===== src/rtl/fwd_hazard_pkg.sv =====
// fwd_hazard_pkg: shared types and constants for the forwarding/hazard unit.
//   lh_state_t : long-op scoreboard states
//   SEL_MEM/WB : fwd_sel encodings (operand source when forwarding)
//   REG_ZERO   : architectural zero register, never forwarded or tracked
package fwd_hazard_pkg;

  typedef enum logic [1:0] {
    IDLE = 2'd0,
    BUSY = 2'd1,
    DONE = 2'd2
  } lh_state_t;

  localparam logic SEL_MEM = 1'b0;
  localparam logic SEL_WB  = 1'b1;

  localparam int REG_ZERO = 0;

endpackage


===== src/rtl/fwd_sel_cell.sv =====
// fwd_sel_cell: forwarding decision for one EX-stage source operand.
//   i_src                     operand register address
//   i_m_regwrite, i_m_wr      MEM-stage write enable / destination
//   i_wb_regwrite, i_wb_wr    WB-stage write enable / destination
//   o_fwd_en                  operand takes a forwarded value
//   o_fwd_sel                 SEL_MEM or SEL_WB (MEM wins when both match)
module fwd_sel_cell
  import fwd_hazard_pkg::*;
#(
  parameter int REG_AW = 5
) (
  input  logic [REG_AW-1:0] i_src,
  input  logic              i_m_regwrite,
  input  logic [REG_AW-1:0] i_m_wr,
  input  logic              i_wb_regwrite,
  input  logic [REG_AW-1:0] i_wb_wr,
  output logic              o_fwd_en,
  output logic              o_fwd_sel
);

  localparam logic [REG_AW-1:0] REG_Z = REG_AW'(REG_ZERO);

  logic w_src_nz;
  logic w_mem_hit;
  logic w_wb_hit;

  assign w_src_nz  = (i_src != REG_Z);
  assign w_mem_hit = i_m_regwrite  && (i_m_wr  == i_src) && w_src_nz;
  assign w_wb_hit  = i_wb_regwrite && (i_wb_wr == i_src) && w_src_nz;

  assign o_fwd_en  = w_mem_hit | w_wb_hit;
  // MEM holds the younger result, so it shadows a WB match on the same register
  assign o_fwd_sel = (!w_mem_hit && w_wb_hit) ? SEL_WB : SEL_MEM;

endmodule


===== src/rtl/fwd_hazard_unit.sv =====
// fwd_hazard_unit: EX operand forwarding, load-use stall detection and a
// single-entry scoreboard for one outstanding multi-cycle (mul/div) op.
//   clk, rst (async, active-low)
//   ex_src                    NUM_SRC packed EX operand addresses
//   m_*/wb_*                  MEM/WB write-back candidates for forwarding
//   id_rs, id_rt, id_uses_rt  ID-stage sources
//   id_long                   ID instruction is itself a long op
//   ex_mem_read, ex_wr        EX load and its destination
//   ex_long_valid/_wr/_lat    long-op issue from EX
//   fwd_en, fwd_sel           per-operand forwarding controls
//   stall, bubble             hold PC/IF-ID and insert NOP into ID/EX
//   long_busy, long_done      scoreboard occupied / result-ready pulse
//   long_err                  sticky: issue attempted while busy
//   stall_cnt                 saturating stall-cycle counter
//
// Scoreboard states:
//   state | meaning
//   IDLE  | no long op outstanding
//   BUSY  | long op in flight, r_cnt cycles left (incl. current)
//   DONE  | result on write-back path this cycle; can accept a new op
module fwd_hazard_unit
  import fwd_hazard_pkg::*;
#(
  parameter int NUM_SRC = 2,
  parameter int REG_AW  = 5,
  parameter int LAT_MAX = 4,
  parameter int CNT_W   = 16,
  localparam int LAT_W  = $clog2(LAT_MAX + 1)
) (
  input  logic                      clk,
  input  logic                      rst,
  input  logic [NUM_SRC*REG_AW-1:0] ex_src,
  input  logic                      m_regwrite,
  input  logic [REG_AW-1:0]         m_wr,
  input  logic                      wb_regwrite,
  input  logic [REG_AW-1:0]         wb_wr,
  input  logic [REG_AW-1:0]         id_rs,
  input  logic [REG_AW-1:0]         id_rt,
  input  logic                      id_uses_rt,
  input  logic                      id_long,
  input  logic                      ex_mem_read,
  input  logic [REG_AW-1:0]         ex_wr,
  input  logic                      ex_long_valid,
  input  logic [REG_AW-1:0]         ex_long_wr,
  input  logic [LAT_W-1:0]          ex_long_lat,
  output logic [NUM_SRC-1:0]        fwd_en,
  output logic [NUM_SRC-1:0]        fwd_sel,
  output logic                      stall,
  output logic                      bubble,
  output logic                      long_busy,
  output logic                      long_done,
  output logic                      long_err,
  output logic [CNT_W-1:0]          stall_cnt
);

  localparam logic [REG_AW-1:0] REG_Z = REG_AW'(REG_ZERO);

  lh_state_t         r_state;
  logic [REG_AW-1:0] r_pend_wr;
  logic [LAT_W-1:0]  r_cnt;
  logic              r_long_busy;
  logic              r_long_done;
  logic              r_long_err;
  logic [CNT_W-1:0]  r_stall_cnt;

  logic [LAT_W-1:0]  w_eff_lat;
  logic              w_load_use;
  logic              w_pend_hit;
  logic              w_sb_stall;
  logic              w_stall;

  for (genvar gi = 0; gi < NUM_SRC; gi++) begin : g_fwd
    fwd_sel_cell #(.REG_AW(REG_AW)) u_cell (
      .i_src         (ex_src[gi*REG_AW +: REG_AW]),
      .i_m_regwrite  (m_regwrite),
      .i_m_wr        (m_wr),
      .i_wb_regwrite (wb_regwrite),
      .i_wb_wr       (wb_wr),
      .o_fwd_en      (fwd_en[gi]),
      .o_fwd_sel     (fwd_sel[gi])
    );
  end

  // Zero latency is meaningless for a counter that exits on 1; oversized
  // requests are clamped so the op still completes in bounded time.
  always_comb begin
    w_eff_lat = ex_long_lat;
    if (ex_long_lat == '0)
      w_eff_lat = LAT_W'(1);
    else if (ex_long_lat > LAT_W'(LAT_MAX))
      w_eff_lat = LAT_W'(LAT_MAX);
  end

  assign w_load_use = ex_mem_read && (ex_wr != REG_Z) &&
                      ((ex_wr == id_rs) || (id_uses_rt && (ex_wr == id_rt)));

  assign w_pend_hit = (r_pend_wr != REG_Z) &&
                      ((r_pend_wr == id_rs) || (id_uses_rt && (r_pend_wr == id_rt)));

  // DONE is excluded: the regfile writes before it is read in the same cycle
  assign w_sb_stall = (r_state == BUSY) && (w_pend_hit || id_long);

  assign w_stall   = w_load_use | w_sb_stall;
  assign stall     = w_stall;
  assign bubble    = w_stall;
  assign long_busy = r_long_busy;
  assign long_done = r_long_done;
  assign long_err  = r_long_err;
  assign stall_cnt = r_stall_cnt;

  always_ff @(posedge clk or negedge rst) begin
    if (!rst) begin
      r_state     <= IDLE;
      r_pend_wr   <= '0;
      r_cnt       <= '0;
      r_long_busy <= 1'b0;
      r_long_done <= 1'b0;
      r_long_err  <= 1'b0;
    end else begin
      case (r_state)
        IDLE: begin
          if (ex_long_valid) begin
            r_state     <= BUSY;
            r_long_busy <= 1'b1;
            r_pend_wr   <= ex_long_wr;
            r_cnt       <= w_eff_lat;
          end
        end
        BUSY: begin
          if (ex_long_valid)
            r_long_err <= 1'b1;
          if (r_cnt == LAT_W'(1)) begin
            r_state     <= DONE;
            r_long_busy <= 1'b0;
            r_long_done <= 1'b1;
          end else begin
            r_cnt <= r_cnt - LAT_W'(1);
          end
        end
        DONE: begin
          r_long_done <= 1'b0;
          if (ex_long_valid) begin
            r_state     <= BUSY;
            r_long_busy <= 1'b1;
            r_pend_wr   <= ex_long_wr;
            r_cnt       <= w_eff_lat;
          end else begin
            r_state   <= IDLE;
            r_pend_wr <= '0;
            r_cnt     <= '0;
          end
        end
        default: begin
          r_state     <= IDLE;
          r_long_busy <= 1'b0;
          r_long_done <= 1'b0;
        end
      endcase
    end
  end

  always_ff @(posedge clk or negedge rst) begin
    if (!rst)
      r_stall_cnt <= '0;
    else if (w_stall && (r_stall_cnt != {CNT_W{1'b1}}))
      r_stall_cnt <= r_stall_cnt + CNT_W'(1);
  end

endmodule


===== config.mk =====
export PLATFORM = sky130hd
export DESIGN_NAME = fwd_hazard_unit
export DESIGN_NICKNAME = d
export VERILOG_FILES = /design/src/rtl/fwd_hazard_pkg.sv /design/src/rtl/fwd_sel_cell.sv /design/src/rtl/fwd_hazard_unit.sv
export SDC_FILE = /design/constraint.sdc
export NUM_CORES = 1
export LEC_CHECK = 0
export ABC_AREA = 1
export CORE_MARGIN = 2
export CORE_UTILIZATION = 51
export DETAILED_ROUTE_END_ITERATION = 8
export GPL_ROUTABILITY_DRIVEN = 0
export PLACE_DENSITY = 0.83
export SETUP_SLACK_MARGIN = 0.4
export SLEW_MARGIN = 0
export SYNTH_ARGS = -nofsm -noshare
export SYNTH_HDL_FRONTEND = slang
export SYNTH_SLANG_ARGS = --single-unit

===== constraint.sdc =====
create_clock -name clk -period 4.7 [get_ports clk]
set_clock_uncertainty 0.2 [all_clocks]
set_input_delay 1.41 -clock clk [delete_from_list [all_inputs] [get_ports clk]]
set_output_delay 1.41 -clock clk [all_outputs]
set_load 0.03 [all_outputs]

==> insert_results.sql, run 1 <==
INSERT INTO impl_metrics (metric_group, metric, value, unit) VALUES
('outcome', 'status', 'finished clean', ''),
('yosys', 'synthDistinctLibCells', '32', ''),
('power', 'power_frac_comb', '0.494', ''),
('cts', 'clkLatencyLatePin', '0.28', 'ns'),
('cts', 'holdBufCountCts', '0', ''),
('cts', 'cts-root-buf', 'sky130_fd_sc_hd__clkbuf_8', ''),
('power', 'power.ir.vdd_worst', '257.6', 'µV'),
('yosys', 'post-synth-top-area-cell', 'sky130_fd_sc_hd__dfrtp_1', ''),
('layout', 'post-route-util', '0.7426', ''),
('layout', 'stdcell_area', '0.003278', 'mm²'),
('power', 'netSwitchingPower', '0.4909', 'mW'),
('sta', 'slew_margin_rel', '0.6732', ''),
('yosys', 'synthesis.instances', '354', ''),
('flow_run', 'maxCapViolCount', '0', ''),
('grt', 'grt_pass1_vias', '2311', ''),
('power', 'internal_power', '0.6528', 'mW'),
('worst_setup_path', 'critPathMaxStageDelay', '0.49', 'ns'),
('worst_setup_path', 'startpoint_type', 'input pin', ''),
('worst_setup_path', 'critical_path.slowest_cell', 'sky130_fd_sc_hd__clkdlybuf4s50_1', ''),
('sta', 'grt_setup_unrepaired', 'no', ''),
('drt', 'routed-via-count', '2538', ''),
('placement', 'io_buffers', '75', ''),
('die', 'ios', '76', ''),
('worst_setup_path', 'cp.required', '3.09', 'ns'),
('sta', 'final_max_slew_viol_count', '0', ''),
('yosys', 'synthMostInstantiatedCell', 'sky130_fd_sc_hd__nand2_1', ''),
('yosys', 'post_synth_instance_area', '0.002369', 'mm²'),
('die', 'core_area', '0.004414', 'mm²'),
('sta', 'fmaxAchievable', '235.5', 'MHz'),
('cts', 'clock_tree_from_tritoncts', 'built', ''),
('grt', 'initial_antenna_violation_count', '0', ''),
('placement', 'placed_cells_incl_taps', '480', ''),
('die', 'die_height', '72.15', 'µm'),
('min_path', 'hold_path_class', 'register to register', ''),
('yosys', 'yosys_warnings', '0', ''),
('sta', 'final-hold-violation-count', '0', ''),
('worst_setup_path', 'cp_data_arrival_time', '2.64', 'ns'),
('worst_setup_path', 'path_delay_family', 'buffers and inverters', ''),
('yosys', 'post_synth_main_area_contributors', 'sky130_fd_sc_hd__dfrtp_1 31%, sky130_fd_sc_hd__nand2_1 19%, sky130_fd_sc_hd__inv_1 7.4%', ''),
('drt', 'postRouteWirelength', '6034', 'µm'),
('die', 'num_rows', '24', ''),
('cts', 'cts.clk_slew.worst_paths', '0.06', 'ns'),
('placement', 'detailedPlacementHpwl', '4573', 'µm'),
('sta', 'setup_viol_count_final', '0', ''),
('worst_setup_path', 'timing.critical_path.mode_cell', 'sky130_fd_sc_hd__nand2_1', ''),
('worst_setup_path', 'worst-setup-path-type', 'input pin to output pin', ''),
('drt', 'drt_drc_violations_left', '0', ''),
('yosys', 'async_flop_share', '1.000', ''),
('drt', 'drt-wirelength-per-cell', '12.36', 'µm'),
('drt', 'detailedRoute.firstPassIterationCount', '4', ''),
('die', 'start_util', '0.5366', ''),
('worst_setup_path', 'cp_max_fo', '3', ''),
('cts', 'cts_buffers', '5', ''),
('layout', 'layout.cells.non_filler', '488', ''),
('layout', 'syn_to_final_growth', '38.40', '%'),
('drt', 'antenna_violating_nets_post_route', '0', ''),
('sta', 'tightestPinTransition', '0.4865', 'ns'),
('yosys', 'synth_seq_area_share', '0.3064', ''),
('power', 'sequentialPowerShare', '0.325', ''),
('yosys', 'ys_ff_latch', '29', ''),
('yosys', 'most_frequently_used_flop_master_after_synthesis', 'sky130_fd_sc_hd__dfrtp_1', ''),
('layout', 'nets', '494', ''),
('power', 'power_switching_share', '0.4292', ''),
('worst_setup_path', 'worst-path-stages', '8', ''),
('layout', 'layout-drive-gt1-share', '0.1032', ''),
('grt', 'grt_util_all_layers', '0.2419', ''),
('sta', 'worst_hold_slack', '0.2646', 'ns'),
('sta', 'final.period_utilization', '0.9034', ''),
('yosys', 'synth_enable_flop_cells', '0', ''),
('grt', 'globalRoute.totalOverflow', '0', ''),
('worst_setup_path', 'ordered_list_of_cells_on_the_worst_path', 'clkdlybuf4s50_1 -> o21ai_0 -> a21oi_1 -> nand3_1 -> nand2_1 -> nand2_1 -> nand2_2 -> buf_6', '');
metrics by stage:
step / TNS [ns] / worst slack, ns
3_5_place_dp: -0.2035 / -0.2035
2_1_floorplan: 0 / 0.7335
5_1_grt: 0 / 0.4002
6_report: 0 / 0.4542
3_3_place_gp: -0.1277 / -0.1277
4_1_cts: 0 / 0.4017
repair_timing:
item | 4_1_cts | 5_1_grt
pin swaps | 8 | 12
setup endpoints to repair | 6 | 5
setup buffers | 1 | 0
resized for setup | 46 | 10
placed cells by master, fill, tap and decap left out, drive strengths merged, types with 3 or more instances in the layout:
master / synthesis / layout
o22ai: 11 / 11
inv: 50 / 50
nor4: 4 / 4
clkdlybuf4s50: 0 / 33
nand4: 3 / 3
dlygate4sd2: 0 / 28
nor2: 28 / 28
a21oi: 8 / 8
dlymetal6s2s: 0 / 7
clkbuf: 0 / 7
nor3: 7 / 7
ha: 7 / 7
xor2: 18 / 18
dfrtp: 29 / 29
nand3: 26 / 26
nand2: 123 / 123
xnor2: 7 / 7
buf: 10 / 16
o21ai: 16 / 16
cell families after synthesis:
family	count (synthesis)	synth area share
fa+ha+maj	7	0.03698
buf+inv	60	0.1104
flops	29	0.3064
xor+xnor	25	0.09245
simple gates	192	0.3534
compound gates	41	0.1004
registers in the layout, summed over array words and instances, names as in the netlist:
name       cells
stall_cnt     16
r_state        2
long_busy      1
long_err       1
r_cnt          3
r_pend_wr      5
long_done      1
layer usage:
layer  routed length [µm]  up-vias  GRT usage  share of wire
met2                 2917       74     0.4128           0.48
met3                  425        6    0.05000          0.070
met1                 2630     1168     0.3115           0.44
met5                    0        -          0              0
met4                   61        0    0.06499          0.010
li1                     -     1290          -              -
final timing paths:
path                         startpoint       endpoint  slack, ns
max                          id_uses_rt          stall       0.45
min                            long_err       long_err       0.26
max reg2reg                r_pend_wr[0]  stall_cnt[14]       2.56
min reg2reg                    long_err       long_err       0.26
max in group asynchronous           rst   stall_cnt[0]       2.72
min in group asynchronous           rst       r_cnt[0]       1.30
worst reg2reg max path, cell delays in order, from the launching register on:
cell	delay, ns
sky130_fd_sc_hd__dfrtp_1	0.40
sky130_fd_sc_hd__inv_1	0.10
sky130_fd_sc_hd__nand2_1	0.07
sky130_fd_sc_hd__nand2_1	0.04
sky130_fd_sc_hd__nor2_1	0.11
sky130_fd_sc_hd__nand3_1	0.07
sky130_fd_sc_hd__nand2_1	0.06
sky130_fd_sc_hd__nand2_1	0.04
sky130_fd_sc_hd__nand2_1	0.06
sky130_fd_sc_hd__nand2_1	0.06
sky130_fd_sc_hd__nand2_2	0.11
sky130_fd_sc_hd__buf_4	0.12
sky130_fd_sc_hd__buf_4	0.22
sky130_fd_sc_hd__nand2_2	0.20
sky130_fd_sc_hd__nand2_1	0.11
sky130_fd_sc_hd__nand2_1	0.05
power by group through the flow:
stage	logic [mW]	clock network (mW)	registers [mW]
global placement	0.547	0	0.371
detailed placement	0.558	0	0.374
finish	0.565	0.208	0.371
global route	0.633	0.221	0.381
CTS	0.565	0.210	0.371
floorplan	0.342	0	0.408
layout make-up:
cell class,instances,area (µm²)
clock buffers,7,86.33
fillers,364,1136
inverters,50,187.7
multi-input cells,265,1411
flip-flops and latches,29,725.7
well taps,52,65.06
repair buffers,85,802.0
No activity file was read; power rests on OpenSTA's default activity.
==> run 2: changes to the inputs <==
--- a/config.mk
+++ b/config.mk
@@ -6,11 +6,10 @@
 export NUM_CORES = 1
 export LEC_CHECK = 0
 export ABC_AREA = 1
-export CORE_MARGIN = 2
 export CORE_UTILIZATION = 51
 export DETAILED_ROUTE_END_ITERATION = 8
 export GPL_ROUTABILITY_DRIVEN = 0
-export PLACE_DENSITY = 0.83
+export PLACE_DENSITY = 0.94
 export SETUP_SLACK_MARGIN = 0.4
 export SLEW_MARGIN = 0
 export SYNTH_ARGS = -nofsm -noshare
==> insert_results.sql, run 2 (same netlist as run 1, synthesis figures left out) <==
INSERT INTO impl_metrics (metric_group, metric, value, unit) VALUES
('outcome', 'status', 'finished clean', ''),
('grt', 'grt_pass1_wl', '10970', 'µm'),
('sta', 'final_max_slew_viol_count', '0', ''),
('cts', 'cts-root-buf', 'sky130_fd_sc_hd__clkbuf_8', ''),
('grt', 'largest_net_degree_at_the_start_of_global_routing', '30', ''),
('power', 'internal_power', '0.6462', 'mW'),
('flow_run', 'maxCapViolCount', '0', ''),
('sta', 'fmaxAchievable', '237.0', 'MHz'),
('placement', 'io_buffers', '75', ''),
('die', 'num_rows', '24', ''),
('sta', 'final.min_clock_period', '4.220', 'ns'),
('worst_setup_path', 'worst-setup-path-type', 'input pin to output pin', ''),
('worst_setup_path', 'cp_data_arrival_time', '2.61', 'ns'),
('min_path', 'hold_path_class', 'register to register', ''),
('drt', 'via_per_inst', '5.329', ''),
('min_path', 'hold_path_end', 'long_err', ''),
('layout', 'number_of_flip_flops_in_the_largest_register', '16', ''),
('sta', 'grt_setup_unrepaired', 'no', ''),
('cts', 'cts_buffers', '5', ''),
('sta', 'setup_viol_count_final', '0', ''),
('drt', 'drtIter0Drc', '137', ''),
('die', 'ios', '76', ''),
('worst_setup_path', 'timing.rr.start', 'r_pend_wr[3]', ''),
('cts', 'tritoncts_num_sinks', '29', ''),
('worst_setup_path', 'setup.reg_to_reg.worst_slack', '2.59', 'ns'),
('drt', 'antenna_violating_nets_post_route', '0', ''),
('drt', 'drt-wirelength-per-cell', '12.89', 'µm'),
('drt', 'drt_drc_violations_left', '0', ''),
('sta', 'final.period_utilization', '0.8979', ''),
('worst_setup_path', 'cp_max_fo', '2', ''),
('power', 'power_frac_comb', '0.493', ''),
('grt', 'grt_util_all_layers', '0.2748', ''),
('layout', 'layout-drive-gt1-share', '0.09977', ''),
('grt', 'grt_pass1_vias', '2614', ''),
('die', 'core_area', '0.004414', 'mm²'),
('layout', 'stdcell_area', '0.003236', 'mm²'),
('worst_setup_path', 'cp.required', '3.09', 'ns'),
('sta', 'final-hold-violation-count', '0', ''),
('layout', 'final_cell_mix', '121 x sky130_fd_sc_hd__nand2_1, 41 x sky130_fd_sc_hd__inv_1, 33 x sky130_fd_sc_hd__clkdlybuf4s50_1', ''),
('grt', 'initial_antenna_violation_count', '0', ''),
('power', 'p_leak', '1.676', 'nW'),
('drt', 'detailedRoute.firstPassIterationCount', '5', ''),
('grt', 'globalRoute.totalOverflow', '0', ''),
('worst_setup_path', 'worst_case_reg_to_reg_path_depth', '14', ''),
('layout', 'syn_to_final_growth', '36.61', '%'),
('power', 'pwr_density_cell', '352.0', 'mW/mm²'),
('drt', 'postRouteWirelength', '6228', 'µm'),
('worst_setup_path', 'endpoint_kind', 'output pin', ''),
('worst_setup_path', 'r2r-end', 'stall_cnt[6]', ''),
('worst_setup_path', 'startpoint_type', 'input pin', ''),
('power', 'power.ir.vdd_worst', '256.7', 'µV'),
('cts', 'clock_path_buffers', '2', ''),
('power', 'clkPwrFrac', '0.181', ''),
('placement', 'post_dp_cell_area', '0.003136', 'mm²'),
('layout', 'nets', '489', ''),
('cts', 'cts.clk_slew.worst_paths', '0.06', 'ns'),
('die', 'die_height', '70.15', 'µm'),
('die', 'die_area', '0.004921', 'mm²'),
('cts', 'clkLatencyLatePin', '0.28', 'ns'),
('placement', 'post-place-ws', '-0.2390', 'ns'),
('die', 'start_util', '0.5366', ''),
('power', 'sequentialPowerShare', '0.326', ''),
('cts', 'holdBufCountCts', '0', ''),
('cts', 'cts.htree.levels', '2', ''),
('sta', 'slew_margin_rel', '0.6264', ''),
('sta', 'tightestPinTransition', '0.5561', 'ns'),
('drt', 'routed-via-count', '2574', ''),
('power', 'netSwitchingPower', '0.4927', 'mW'),
('power', 'power_switching_share', '0.4326', ''),
('layout', 'antenna_cells', '0', ''),
('min_path', 'worst_hold_startpoint', 'long_err', ''),
('placement', 'detailedPlacementHpwl', '4780', 'µm'),
('min_path', 'worstHoldPathCells', '1', ''),
('layout', 'mostFrequentLayoutCell', 'sky130_fd_sc_hd__nand2_1', ''),
('cts', 'clock_tree_from_tritoncts', 'built', ''),
('sta', 'smallest_setup_slack_after_layout', '0.4801', 'ns'),
('die', 'dieWidth', '70.15', 'µm');
==> run 2: changes by cell type in the layout (fill, tap and decap cells not counted), moves of 2 or more <==
cell,previous run,this run
sky130_fd_sc_hd__clkdlybuf4s15_1,1,3
sky130_fd_sc_hd__dlygate4sd2_1,28,26
sky130_fd_sc_hd__buf_4,12,7
sky130_fd_sc_hd__clkbuf_2,0,2
sky130_fd_sc_hd__dlymetal6s2s_1,7,5
==> run 2: layout make-up <==
cell class / count / area [µm²]
Fill cell: 368 / 1179
Timing Repair Buffer: 80 / 754.5
Sequential cell: 29 / 725.7
Tap cell: 52 / 65.06
Inverter: 50 / 187.7
Clock buffer: 7 / 86.33
Multi-Input combinational cell: 265 / 1416
==> run 2: metal layers <==
layer | vias to the layer above | track usage | routed length [µm]
li1 | 1278 | - | -
met1 | 1174 | 0.3108 | 2586
met2 | 107 | 0.5064 | 3052
met3 | 15 | 0.06205 | 448
met4 | 0 | 0.08889 | 140
met5 | - | 0 | 0
==> run 2: worst max-delay path, cell delays in order <==
cell                              delay (ns)
sky130_fd_sc_hd__clkdlybuf4s50_1        0.48
sky130_fd_sc_hd__nand4_1                0.11
sky130_fd_sc_hd__nor4_2                 0.33
sky130_fd_sc_hd__inv_1                  0.07
sky130_fd_sc_hd__nand2_1                0.08
sky130_fd_sc_hd__buf_6                  0.13
==> run 2: how the worst max path moves through the flow <==
stage               startpoint         end  slack (ns)  depth (start not counted)
floorplan             id_rt[0]       stall        0.73                         12
global placement     ex_src[0]   fwd_en[0]       -0.13                          7
detailed placement   ex_src[0]   fwd_en[0]       -0.24                          7
CTS                   wb_wr[2]  fwd_sel[1]        0.40                          7
global route         ex_src[0]   fwd_en[0]        0.40                          7
finish              m_regwrite   fwd_en[1]        0.48                          6
==> run 2: power by group through the flow <==
stage	sequential, mW	clock [mW]	combinational, mW
after floorplan	0.408	0	0.342
after global placement	0.370	0	0.539
after detailed placement	0.375	0	0.559
after CTS	0.371	0.213	0.560
after global routing	0.381	0.222	0.630
final	0.371	0.207	0.562
==> run 2: through the flow <==
stage	hold WS, ns	total power, mW	TNS (ns)	std cells	utilization
4_1_cts	0.2751	1.143	0	483	0.7290
5_1_grt	0.2779	1.233	0	483	0.7330
3_5_place_dp	0.2613	0.9340	-0.2390	476	0.7103
3_3_place_gp	0.2378	0.9092	-0.1251	476	0.7103
6_report	0.2630	1.139	0	483	0.7330
2_1_floorplan	0.3218	0.7491	0	354	-
==> run 2: timing repair <==
| action | 4_1_cts | 5_1_grt |
|---|---|---|
| gates cloned | 0 | 0 |
| hold endpoints to repair | 0 | 0 |
| setup buffers | 0 | 0 |
| endpoints found under the setup margin | 6 | 6 |
| resized for setup | 48 | 17 |
| pin swaps | 10 | 12 |
==> run 3: changes to the inputs <==
--- a/config.mk
+++ b/config.mk
@@ -7,6 +7,7 @@
 export LEC_CHECK = 0
 export ABC_AREA = 1
 export CORE_UTILIZATION = 51
+export CTS_CLUSTER_SIZE = 12
 export DETAILED_ROUTE_END_ITERATION = 8
 export GPL_ROUTABILITY_DRIVEN = 0
 export PLACE_DENSITY = 0.94
==> constraint.sdc (replaced) <==
create_clock -name clk -period 4.7 [get_ports clk]
set_clock_uncertainty 0.2 [all_clocks]
set_input_delay 0.94 -clock clk [delete_from_list [all_inputs] [get_ports clk]]
set_output_delay 0.94 -clock clk [all_outputs]
set_load 0.03 [all_outputs]
==> insert_results.sql, run 3 (same netlist as run 1, synthesis figures left out) <==
INSERT INTO impl_metrics (metric_group, metric, value, unit) VALUES
('power', 'power.ir.vdd_worst', '248.0', 'µV'),
('grt', 'grt_pass1_vias', '2562', ''),
('worst_setup_path', 'setup.reg_to_reg.worst_slack', '2.60', 'ns'),
('layout', 'fill_cells', '363', ''),
('worst_setup_path', 'startpoint_type', 'input pin', ''),
('power', 'netSwitchingPower', '0.4850', 'mW'),
('drt', 'wl_met3', '328', 'µm'),
('placement', 'post_dp_cell_area', '0.003126', 'mm²'),
('layout', 'nets', '486', ''),
('power', 'pwr_density_cell', '351.4', 'mW/mm²'),
('outcome', 'status', 'finished clean', ''),
('cts', 'cts.htree.levels', '2', ''),
('drt', 'drt-wirelength-per-cell', '12.39', 'µm'),
('placement', 'detailedPlacementHpwl', '4557', 'µm'),
('worst_setup_path', 'r2r-end', 'stall_cnt[0]', ''),
('layout', 'number_of_flip_flops_in_the_largest_register', '16', ''),
('worst_setup_path', 'worst_case_reg_to_reg_path_depth', '7', ''),
('min_path', 'hold_path_class', 'register to register', ''),
('power', 'p_leak', '1.561', 'nW'),
('power', 'sequentialPowerShare', '0.329', ''),
('worst_setup_path', 'critPathMaxStageDelay', '0.68', 'ns'),
('drt', 'drtIter0Drc', '123', ''),
('sta', 'final-hold-violation-count', '0', ''),
('die', 'die_area', '0.004921', 'mm²'),
('worst_setup_path', 'crit_path_end', 'fwd_sel[0]', ''),
('grt', 'largest_net_degree_at_the_start_of_global_routing', '30', ''),
('die', 'core_area', '0.004414', 'mm²'),
('layout', 'layout-drive-gt1-share', '0.04895', ''),
('sta', 'final_max_slew_viol_count', '0', ''),
('layout', 'antenna_cells', '0', ''),
('die', 'dieWidth', '70.15', 'µm'),
('drt', 'route.layer.met1.wl', '2610', 'µm'),
('drt', 'topRoutingLayerUsed', 'met4', ''),
('power', 'fin_total_pwr', '1.127', 'mW'),
('worst_setup_path', 'timing.rr.start', 'stall_cnt[1]', ''),
('drt', 'met2WireLength', '2900', 'µm'),
('worst_setup_path', 'worst-path-stages', '6', ''),
('power', 'clkPwrFrac', '0.172', ''),
('worst_setup_path', 'cp_data_arrival_time', '2.95', 'ns'),
('die', 'ios', '76', ''),
('sta', 'final.min_clock_period', '4.091', 'ns'),
('sta', 'tns', '0', 'ns'),
('power', 'power_frac_comb', '0.499', ''),
('worst_setup_path', 'endpoint_kind', 'output pin', ''),
('cts', 'clkLatencyLatePin', '0.28', 'ns'),
('worst_setup_path', 'timing.critical_path.mode_cell', 'sky130_fd_sc_hd__clkdlybuf4s50_1', ''),
('grt', 'initial_antenna_violation_count', '0', ''),
('drt', 'antenna_violating_nets_post_route', '0', ''),
('placement', 'io_buffers', '75', ''),
('drt', 'routed-via-count', '2523', ''),
('worst_setup_path', 'cp.buffers_inverters', '2', ''),
('layout', 'stdcell_area', '0.003206', 'mm²'),
('worst_setup_path', 'critical_path.slowest_cell', 'sky130_fd_sc_hd__clkdlybuf4s50_1', ''),
('cts', 'cts_post_setup_buffers_inserted', '0', ''),
('cts', 'tritoncts_num_sinks', '29', ''),
('sta', 'slew_margin_rel', '0.6309', ''),
('drt', 'drt_drc_violations_left', '0', ''),
('grt', 'grt_util_all_layers', '0.2614', ''),
('flow_run', 'maxCapViolCount', '0', ''),
('die', 'num_rows', '24', ''),
('grt', 'globalRoute.totalOverflow', '0', ''),
('sta', 'grt_setup_unrepaired', 'no', ''),
('worst_setup_path', 'worst-setup-path-type', 'input pin to output pin', ''),
('layout', 'final-seq-area', '725.7', 'µm²'),
('grt', 'grt_pass1_wl', '10560', 'µm'),
('worst_setup_path', 'cp.required', '3.56', 'ns'),
('die', 'start_util', '0.5366', ''),
('sta', 'tightestPinTransition', '0.5494', 'ns'),
('cts', 'clock_tree_from_tritoncts', 'built', ''),
('sta', 'fmaxAchievable', '244.4', 'MHz'),
('drt', 'detailedRoute.firstPassIterationCount', '4', ''),
('worst_setup_path', 'ordered_list_of_cells_on_the_worst_path', 'clkdlybuf4s50_1 -> or2_2 -> nor4_1 -> a211oi_1 -> a31oi_1 -> clkdlybuf4s50_1', ''),
('cts', 'cts_buffers', '5', ''),
('power', 'power_switching_share', '0.4305', ''),
('cts', 'cts.repair.resized', '0', ''),
('cts', 'clock_path_buffers', '2', ''),
('worst_setup_path', 'startpoint', 'ex_src[0]', ''),
('layout', 'mostFrequentLayoutCell', 'sky130_fd_sc_hd__nand2_1', ''),
('power', 'internal_power', '0.6416', 'mW'),
('cts', 'cts.clk_slew.worst_paths', '0.06', 'ns'),
('layout', 'multi_input_area', '0.001381', 'mm²'),
('cts', 'holdBufCountCts', '0', ''),
('sta', 'worst_hold_slack', '0.2559', 'ns'),
('sta', 'setup_viol_count_final', '0', ''),
('layout', 'final_cell_mix', '121 x sky130_fd_sc_hd__nand2_1, 75 x sky130_fd_sc_hd__clkdlybuf4s50_1, 47 x sky130_fd_sc_hd__inv_1', ''),
('drt', 'via_per_inst', '5.245', ''),
('drt', 'postRouteWirelength', '5960', 'µm'),
('worst_setup_path', 'path_delay_family', 'buffers and inverters', ''),
('cts', 'cts-root-buf', 'sky130_fd_sc_hd__clkbuf_8', ''),
('worst_setup_path', 'cp_max_fo', '3', ''),
('layout', 'syn_to_final_growth', '35.34', '%'),
('sta', 'final.period_utilization', '0.8704', ''),
('die', 'die_height', '70.15', 'µm');
## run 3: cell types whose count changed in the layout (fill, tap and decap cells not counted), sizes merged
cell	previous run	this run
buf	10	2
clkbuf	10	8
clkdlybuf4s15	3	0
clkdlybuf4s50	33	75
dlygate4sd2	26	0
dlymetal6s2s	5	0
## run 3: worst min-delay path by stage
stage,startpoint,to,slack [ns],depth (start not counted)
2_1_floorplan,r_cnt[1],r_cnt[1],0.32,2
3_3_place_gp,long_err,long_err,0.24,1
3_5_place_dp,long_err,long_err,0.25,1
4_1_cts,long_err,long_err,0.26,1
5_1_grt,long_err,long_err,0.28,1
6_report,long_err,long_err,0.26,1
## run 3: stage by stage
stage,setup WS [ns],utilization,std cells
after floorplan,1.674,-,354
after global placement,0.7045,0.7081,473
after detailed placement,0.6260,0.7081,473
after CTS,0.6261,0.7262,481
after global routing,0.4587,0.7262,481
final,0.6091,0.7262,481
## run 3: power by group through the flow
stage	Combinational, mW	Clock [mW]	Sequential, mW
detailed placement	0.557	0	0.375
global placement	0.539	0	0.370
global route	0.632	0.210	0.382
finish	0.562	0.193	0.371
floorplan	0.342	0	0.408
CTS	0.561	0.200	0.371
## run 3: layer usage
layer	vias up	global-route usage
li1	1269	-
met1	1156	0.3046
met2	85	0.4733
met3	13	0.05195
met4	0	0.09111
met5	-	0
## run 3: area by class of cell
cell class / instances / area share
clock buffers: 8 / 0.02498
well taps: 52 / 0.02030
multi-input cells: 265 / 0.4309
flip-flops and latches: 29 / 0.2264
repair buffers: 77 / 0.2389
inverters: 50 / 0.05855
